===== config.mk =====
export PLATFORM = sky130hd
export DESIGN_NAME = puf_soc_multi_counter_flat
export DESIGN_NICKNAME = d
export VERILOG_FILES = /design/src/rtl/puf_soc_multi_counter_if.sv /design/src/rtl/puf_soc_multi_counter.sv /design/src/flat_wrapper.sv
export SDC_FILE = /design/constraint.sdc
export NUM_CORES = 1
export LEC_CHECK = 0
export ABC_CLOCK_PERIOD_IN_PS = 11150
export BUFFER_PORTS_ARGS = -buffer_cell sky130_fd_sc_hd__buf_2
export CAP_MARGIN = 40
export CORE_MARGIN = 2
export CORE_UTILIZATION = 55
export CTS_BUF_LIST = sky130_fd_sc_hd__clkbuf_4
export CTS_CLUSTER_DIAMETER = 40
export DETAILED_ROUTE_END_ITERATION = 16
export GPL_TIMING_DRIVEN = 0
export PLACE_DENSITY = 0.78
export SETUP_SLACK_MARGIN = 0.15
export SLEW_MARGIN = 20
export SYNTH_ARGS = -nofsm -noshare
export SYNTH_HDL_FRONTEND = slang
export SYNTH_SLANG_ARGS = --single-unit

===== constraint.sdc =====
create_clock -name clk -period 11.15 [get_ports clk]
set_input_delay 0.5575 -clock clk [delete_from_list [all_inputs] [get_ports clk]]
set_output_delay 0.5575 -clock clk [all_outputs]
set_load 0.005 [all_outputs]

===== src/rtl/puf_soc_multi_counter_if.sv =====
// Bundle of control, RO event and result signals for the multi-channel PUF counter.
// The master drives requests and events; the slave (the counter) returns results.
interface puf_soc_multi_counter_if #(
  parameter int NUM_CH = 8,
  parameter int CNT_W  = 16,
  parameter int WIN_W  = 24
);

  logic                    i_start;
  logic                    i_abort;
  logic                    i_op_mode;
  logic [WIN_W-1:0]        i_win_len;
  logic [NUM_CH-1:0]       i_ch_en;
  logic [NUM_CH-1:0]       i_ro_evt;
  logic                    o_busy;
  logic                    o_valid;
  logic [NUM_CH*CNT_W-1:0] o_cnt;
  logic [NUM_CH-1:0]       o_sat;
  logic [NUM_CH/2-1:0]     o_resp;

  modport master (
    output i_start, i_abort, i_op_mode, i_win_len, i_ch_en, i_ro_evt,
    input  o_busy, o_valid, o_cnt, o_sat, o_resp
  );

  modport slave (
    input  i_start, i_abort, i_op_mode, i_win_len, i_ch_en, i_ro_evt,
    output o_busy, o_valid, o_cnt, o_sat, o_resp
  );

endinterface


===== src/rtl/puf_soc_multi_counter.sv =====
// Multi-channel PUF ring-oscillator counter: counts RO events per channel over a
// programmable window, captures all counts at once and derives one bit per channel pair.
module puf_soc_multi_counter #(
  parameter int NUM_CH = 8,
  parameter int CNT_W  = 16,
  parameter int WIN_W  = 24
) (
  input  logic                   clk,
  input  logic                   rst,
  puf_soc_multi_counter_if.slave bus
);

  localparam int               NUM_PAIR = NUM_CH / 2;
  localparam logic [CNT_W-1:0] CNT_MAX  = {CNT_W{1'b1}};

  typedef enum logic [1:0] {
    ST_IDLE    = 2'd0,
    ST_COUNT   = 2'd1,
    ST_CAPTURE = 2'd2
  } state_e;

  typedef logic [NUM_CH-1:0][CNT_W-1:0] cnt_arr_t;

  // A pair only votes when both of its oscillators took part in the window.
  function automatic logic [NUM_PAIR-1:0] resp_calc(input cnt_arr_t cnt,
                                                    input logic [NUM_CH-1:0] en);
    logic [NUM_PAIR-1:0] r;
    r = '0;
    for (int k = 0; k < NUM_PAIR; k++) begin
      r[k] = en[2*k] & en[2*k+1] & (cnt[2*k] > cnt[2*k+1]);
    end
    return r;
  endfunction

  state_e              state_q,    state_d;
  logic [WIN_W-1:0]    win_len_q,  win_len_d;
  logic [WIN_W-1:0]    win_cnt_q,  win_cnt_d;
  logic [NUM_CH-1:0]   ch_en_q,    ch_en_d;
  cnt_arr_t            cnt_q,      cnt_d;
  logic [NUM_CH-1:0]   sat_q,      sat_d;
  cnt_arr_t            out_cnt_q,  out_cnt_d;
  logic [NUM_CH-1:0]   out_sat_q,  out_sat_d;
  logic [NUM_PAIR-1:0] out_resp_q, out_resp_d;
  logic                valid_q,    valid_d;
  logic                busy_q,     busy_d;

  // Next-state, window/event counting and capture logic.
  always_comb begin
    state_d    = state_q;
    win_len_d  = win_len_q;
    win_cnt_d  = win_cnt_q;
    ch_en_d    = ch_en_q;
    cnt_d      = cnt_q;
    sat_d      = sat_q;
    out_cnt_d  = out_cnt_q;
    out_sat_d  = out_sat_q;
    out_resp_d = out_resp_q;
    valid_d    = 1'b0;

    case (state_q)
      ST_IDLE: begin
        if (bus.i_start && (bus.i_win_len != '0)) begin
          state_d   = ST_COUNT;
          win_len_d = bus.i_win_len;
          ch_en_d   = bus.i_ch_en;
          win_cnt_d = '0;
          cnt_d     = '0;
          sat_d     = '0;
        end else begin
          state_d = ST_IDLE;
        end
      end

      ST_COUNT: begin
        if (bus.i_abort) begin
          state_d   = ST_IDLE;
          win_cnt_d = '0;
          cnt_d     = '0;
          sat_d     = '0;
        end else begin
          for (int ch = 0; ch < NUM_CH; ch++) begin
            if (ch_en_q[ch] && bus.i_ro_evt[ch]) begin
              if (cnt_q[ch] == CNT_MAX) begin
                sat_d[ch] = 1'b1;
              end else begin
                cnt_d[ch] = cnt_q[ch] + {{(CNT_W-1){1'b0}}, 1'b1};
              end
            end else begin
              cnt_d[ch] = cnt_q[ch];
            end
          end
          win_cnt_d = win_cnt_q + {{(WIN_W-1){1'b0}}, 1'b1};
          if (win_cnt_d == win_len_q) begin
            state_d = ST_CAPTURE;
          end else begin
            state_d = ST_COUNT;
          end
        end
      end

      ST_CAPTURE: begin
        if (bus.i_abort) begin
          state_d   = ST_IDLE;
          win_cnt_d = '0;
          cnt_d     = '0;
          sat_d     = '0;
        end else begin
          out_cnt_d  = cnt_q;
          out_sat_d  = sat_q;
          out_resp_d = resp_calc(cnt_q, ch_en_q);
          valid_d    = 1'b1;
          win_cnt_d  = '0;
          cnt_d      = '0;
          sat_d      = '0;
          // A zero-length re-arm is treated like a zero-length start and ends the run.
          if (bus.i_op_mode && (bus.i_win_len != '0)) begin
            state_d   = ST_COUNT;
            win_len_d = bus.i_win_len;
            ch_en_d   = bus.i_ch_en;
          end else begin
            state_d = ST_IDLE;
          end
        end
      end

      default: begin
        state_d   = ST_IDLE;
        win_cnt_d = '0;
        cnt_d     = '0;
        sat_d     = '0;
      end
    endcase

    busy_d = (state_d != ST_IDLE);
  end

  // State and output registers.
  always_ff @(posedge clk or posedge rst) begin
    if (rst) begin
      state_q    <= ST_IDLE;
      win_len_q  <= '0;
      win_cnt_q  <= '0;
      ch_en_q    <= '0;
      cnt_q      <= '0;
      sat_q      <= '0;
      out_cnt_q  <= '0;
      out_sat_q  <= '0;
      out_resp_q <= '0;
      valid_q    <= 1'b0;
      busy_q     <= 1'b0;
    end else begin
      state_q    <= state_d;
      win_len_q  <= win_len_d;
      win_cnt_q  <= win_cnt_d;
      ch_en_q    <= ch_en_d;
      cnt_q      <= cnt_d;
      sat_q      <= sat_d;
      out_cnt_q  <= out_cnt_d;
      out_sat_q  <= out_sat_d;
      out_resp_q <= out_resp_d;
      valid_q    <= valid_d;
      busy_q     <= busy_d;
    end
  end

  assign bus.o_busy  = busy_q;
  assign bus.o_valid = valid_q;
  assign bus.o_cnt   = out_cnt_q;
  assign bus.o_sat   = out_sat_q;
  assign bus.o_resp  = out_resp_q;

endmodule


===== src/flat_wrapper.sv =====
// flat-port wrapper written by rule: the top's interface ports become plain ports
module puf_soc_multi_counter_flat 
#(
  parameter int NUM_CH = 8,
  parameter int CNT_W  = 16,
  parameter int WIN_W  = 24
)
  (clk, rst, bus_i_start, bus_i_abort, bus_i_op_mode, bus_i_win_len, bus_i_ch_en, bus_i_ro_evt, bus_o_busy, bus_o_valid, bus_o_cnt, bus_o_sat, bus_o_resp);
  puf_soc_multi_counter_if #(.NUM_CH(NUM_CH), .CNT_W(CNT_W), .WIN_W(WIN_W)) bus_i ();
  input  logic clk;
  input  logic rst;
  input wire logic [$bits(bus_i.i_start)-1:0] bus_i_start;
  input wire logic [$bits(bus_i.i_abort)-1:0] bus_i_abort;
  input wire logic [$bits(bus_i.i_op_mode)-1:0] bus_i_op_mode;
  input wire logic [$bits(bus_i.i_win_len)-1:0] bus_i_win_len;
  input wire logic [$bits(bus_i.i_ch_en)-1:0] bus_i_ch_en;
  input wire logic [$bits(bus_i.i_ro_evt)-1:0] bus_i_ro_evt;
  output wire logic [$bits(bus_i.o_busy)-1:0] bus_o_busy;
  output wire logic [$bits(bus_i.o_valid)-1:0] bus_o_valid;
  output wire logic [$bits(bus_i.o_cnt)-1:0] bus_o_cnt;
  output wire logic [$bits(bus_i.o_sat)-1:0] bus_o_sat;
  output wire logic [$bits(bus_i.o_resp)-1:0] bus_o_resp;
  assign bus_i.i_start = bus_i_start;
  assign bus_i.i_abort = bus_i_abort;
  assign bus_i.i_op_mode = bus_i_op_mode;
  assign bus_i.i_win_len = bus_i_win_len;
  assign bus_i.i_ch_en = bus_i_ch_en;
  assign bus_i.i_ro_evt = bus_i_ro_evt;
  assign bus_o_busy = bus_i.o_busy;
  assign bus_o_valid = bus_i.o_valid;
  assign bus_o_cnt = bus_i.o_cnt;
  assign bus_o_sat = bus_i.o_sat;
  assign bus_o_resp = bus_i.o_resp;
  puf_soc_multi_counter #(.NUM_CH(NUM_CH), .CNT_W(CNT_W), .WIN_W(WIN_W)) u_core (.clk(clk), .rst(rst), .bus(bus_i));
endmodule

==> reports/qor.yml <==
status: "complete, no violations"
yosys_warnings: 0
ys_async_sr_fraction_pct: 100
fp.dieW_um: 179
portBuffers: 186
hold_viol_final: 0
worstPathCellList: "buf_2 -> nor4_1 -> nand4_1 -> o21ai_0 -> clkbuf_1 -> nand2_1 -> nand2_1 -> clkbuf_1 -> o211ai_1 -> nand2_1"
cellPowerDensity_mw_per_mm2: 131
antenna_found_initial: 1
fin_skew_ns: 0.0300
start_kind: "input port"
crit_fanout: 10
slew_viol_final: 0
rr_endpoint: "u_core.state_q[0]"
mostFrequentLayoutCell: "nand2_1"
setup_viol_count_final: 0
routed_wl_um: 48100
via_per_inst: 5.84
synth_ff_type: "dfrtp_1"
required_ns: 11.79
core_mm2: 0.0304
synth_top_area_share_pct: 49.7
pin_count: 187
clk_pin_slew_ns: 0.07
max_stage_delay_ns: 0.76
drive_above_1_share_pct: 17.6
grt_pass1_vias: 14500
wire_per_inst_um: 18.8
overflow: 0
seq_area_frac_synth_pct: 49.7
clk_path_buf_depth: 3
whs_path_depth: 2
fp.dieArea_mm2: 0.0322
peakVddDrop_uv: 86.8
rsz0062_at_grt: "no"
ff2ff_path_depth: 8
final_area_mm2: 0.0195
synthesis.area_mm2: 0.0169
period_share_pct: 33.7
grt_max_degree: 107
timing.reg2reg.setup_slack_ns: 7.67
cts.sinks: 336
dp_slack_ns: 6.84
yosys.area.top_type: "dfrtp_1"
crit_family: "simple AND/OR/NAND/NOR gates"
drc_errors: 0
clkLatencyLatePin_ns: 0.71
place_area_mm2: 0.0185
ys_ff_latch: 336
cap_violations: 0
cts_buffers: 86
num_rows: 64
layout_min_cycle_time_ns: 3.76
synth_cell_types: 68
synthTopCellsByArea: "dfrtp_1 (50%), nand2_1 (8.3%), ha_1 (5.4%), xnor2_1 (4.1%), o21ai_0 (4.1%)"
gp_congestion: 0.945
post_cts_buffers: 0
path_class: "in2reg"
syn_area_per_cell_um2: 9.26
synthesis.nets: 1945
slowest_stage: "o21ai_0"
fmax_mhz: 266
timing.final.ws_setup_ns: 7.39
critPathBufInv: 3
grt_use_total_pct: 30.4
synth_edf_count: 0
cpMostUsedCell: "nand2_1"
drtIter0Drc: 1166
worstReg2RegStart: "u_core.win_cnt_q[0]"
htreeDepth: 3
slew_headroom_pct: 38.4
hold_class: "in2reg"
final_cell_mix: "nand2_1 (373), dfrtp_1 (336), buf_2 (197)"
first_pass_iters: 5
min_from: "bus_i_ch_en[7]"
synth_cells: 1827
cts_tree: "done"
vias: 14900
nNetsFinal: 2230
die_h_um: 179
tightest_slew_ns: 0.923
post-dp-hpwl_um: 35200
arrival_ns: 4.40
fillers: 2590
grt_pass1_wl_um: 76400
end_kind: "flip-flop"
holdPathEnd: "u_core.ch_en_q[7]"
p_leak_nw: 9.52
timing.hold.ws_ns: 0.0787
cts_root_buf: "clkbuf_4"
initial_utilization_pct: 55.6
area_growth_pct: 15.2
detail-route-antenna-nets: 0
power_mw: 2.56
Yosys cell counts (32+ instances only):
master	n
nand4_1	82
nand3_1	70
inv_1	77
a21oi_1	38
clkbuf_1	67
xnor2_1	79
nor2_1	153
xor2_1	44
o21ai_0	138
nand2_1	373
mux2_2	32
ha_1	73
dfrtp_1	336
metrics by stage:
| step | TNS, ns | utilization (%) | cells |
|---|---|---|---|
| 6_report | 0 | 64.0 | 2558 |
| 5_1_grt | 0 | 64.0 | 2558 |
| 3_3_place_gp | -701.15 | 60.3 | 2409 |
| 3_5_place_dp | 0 | 60.7 | 2416 |
| 2_1_floorplan | 0 | - | 1827 |
| 4_1_cts | 0 | 64.0 | 2554 |
how the worst max path moves through the flow:
stage          cells past startpoint                     to  slack (ns)             start
6_report                          10       u_core.cnt_q[37]        7.39  bus_i_win_len[0]
3_5_place_dp                      10       u_core.cnt_q[41]        6.84  bus_i_win_len[0]
3_3_place_gp                       2  u_core.bus.o_cnt[118]       -2.12               rst
4_1_cts                           10       u_core.cnt_q[57]        7.57  bus_i_win_len[0]
5_1_grt                           10      u_core.cnt_q[105]        7.42  bus_i_win_len[0]
2_1_floorplan                      1      u_core.bus.o_busy        1.28               rst
layer usage:
layer  wire length, um  track usage [%]  share of wire [%]
met1             20500             41.9                 43
met2             22000             47.6                 46
met3              4030             6.43                8.4
met4              1480             11.5                3.1
met5                 0                0                  0
where the power goes:
group | total, mW | internal [mW] | switching [mW]
clock network | 0.990 | 0.491 | 0.499
registers | 1.29 | 1.25 | 0.0389
logic | 0.273 | 0.0980 | 0.175
total | 2.56 | 1.84 | 0.713
state kept, by name (all words and copies together) (netlist names), 2 cells and up:
register / count
u_core.bus.o_cnt: 128
u_core.bus.o_resp: 4
u_core.bus.o_sat: 8
u_core.ch_en_q: 8
u_core.cnt_q: 128
u_core.sat_q: 8
u_core.state_q: 2
u_core.win_cnt_q: 24
u_core.win_len_q: 24
cell families (layout without fill, tap and decap cells):
| family | Yosys count | in the layout | share of synthesized area [%] |
|---|---|---|---|
| multiplexers | 35 | 35 | 2.31 |
| buffers and inverters | 163 | 497 | 3.72 |
| flip-flops | 336 | 336 | 49.7 |
| adder cells (fa/ha/maj) | 73 | 73 | 5.40 |
| XOR/XNOR | 124 | 124 | 6.50 |
| AND/OR/NAND/NOR | 818 | 818 | 22.4 |
| other | 0 | 1 | 0 |
| AO/OA/AOI/OAI | 278 | 278 | 9.96 |
layout make-up:
cell class | instances | area [um2] | share of cell area [%]
inverters | 78 | 300 | 1.54
clock inverters | 17 | 77.6 | 0.398
well taps | 396 | 495 | 2.54
clock buffers | 120 | 901 | 4.62
repair buffers | 197 | 1080 | 5.55
diodes | 1 | 2.50 | 0.0128
flip-flops and latches | 336 | 8410 | 43.1
multi-input cells | 1328 | 7890 | 40.5
plain buffers | 85 | 337 | 1.73
what timing repair did:
action / CTS / global route
hold buffers: 1 / 0
resized for setup: 0 / 0
hold endpoints to repair: 65 / 0
Note: power is estimated with default switching activity, not from simulation.
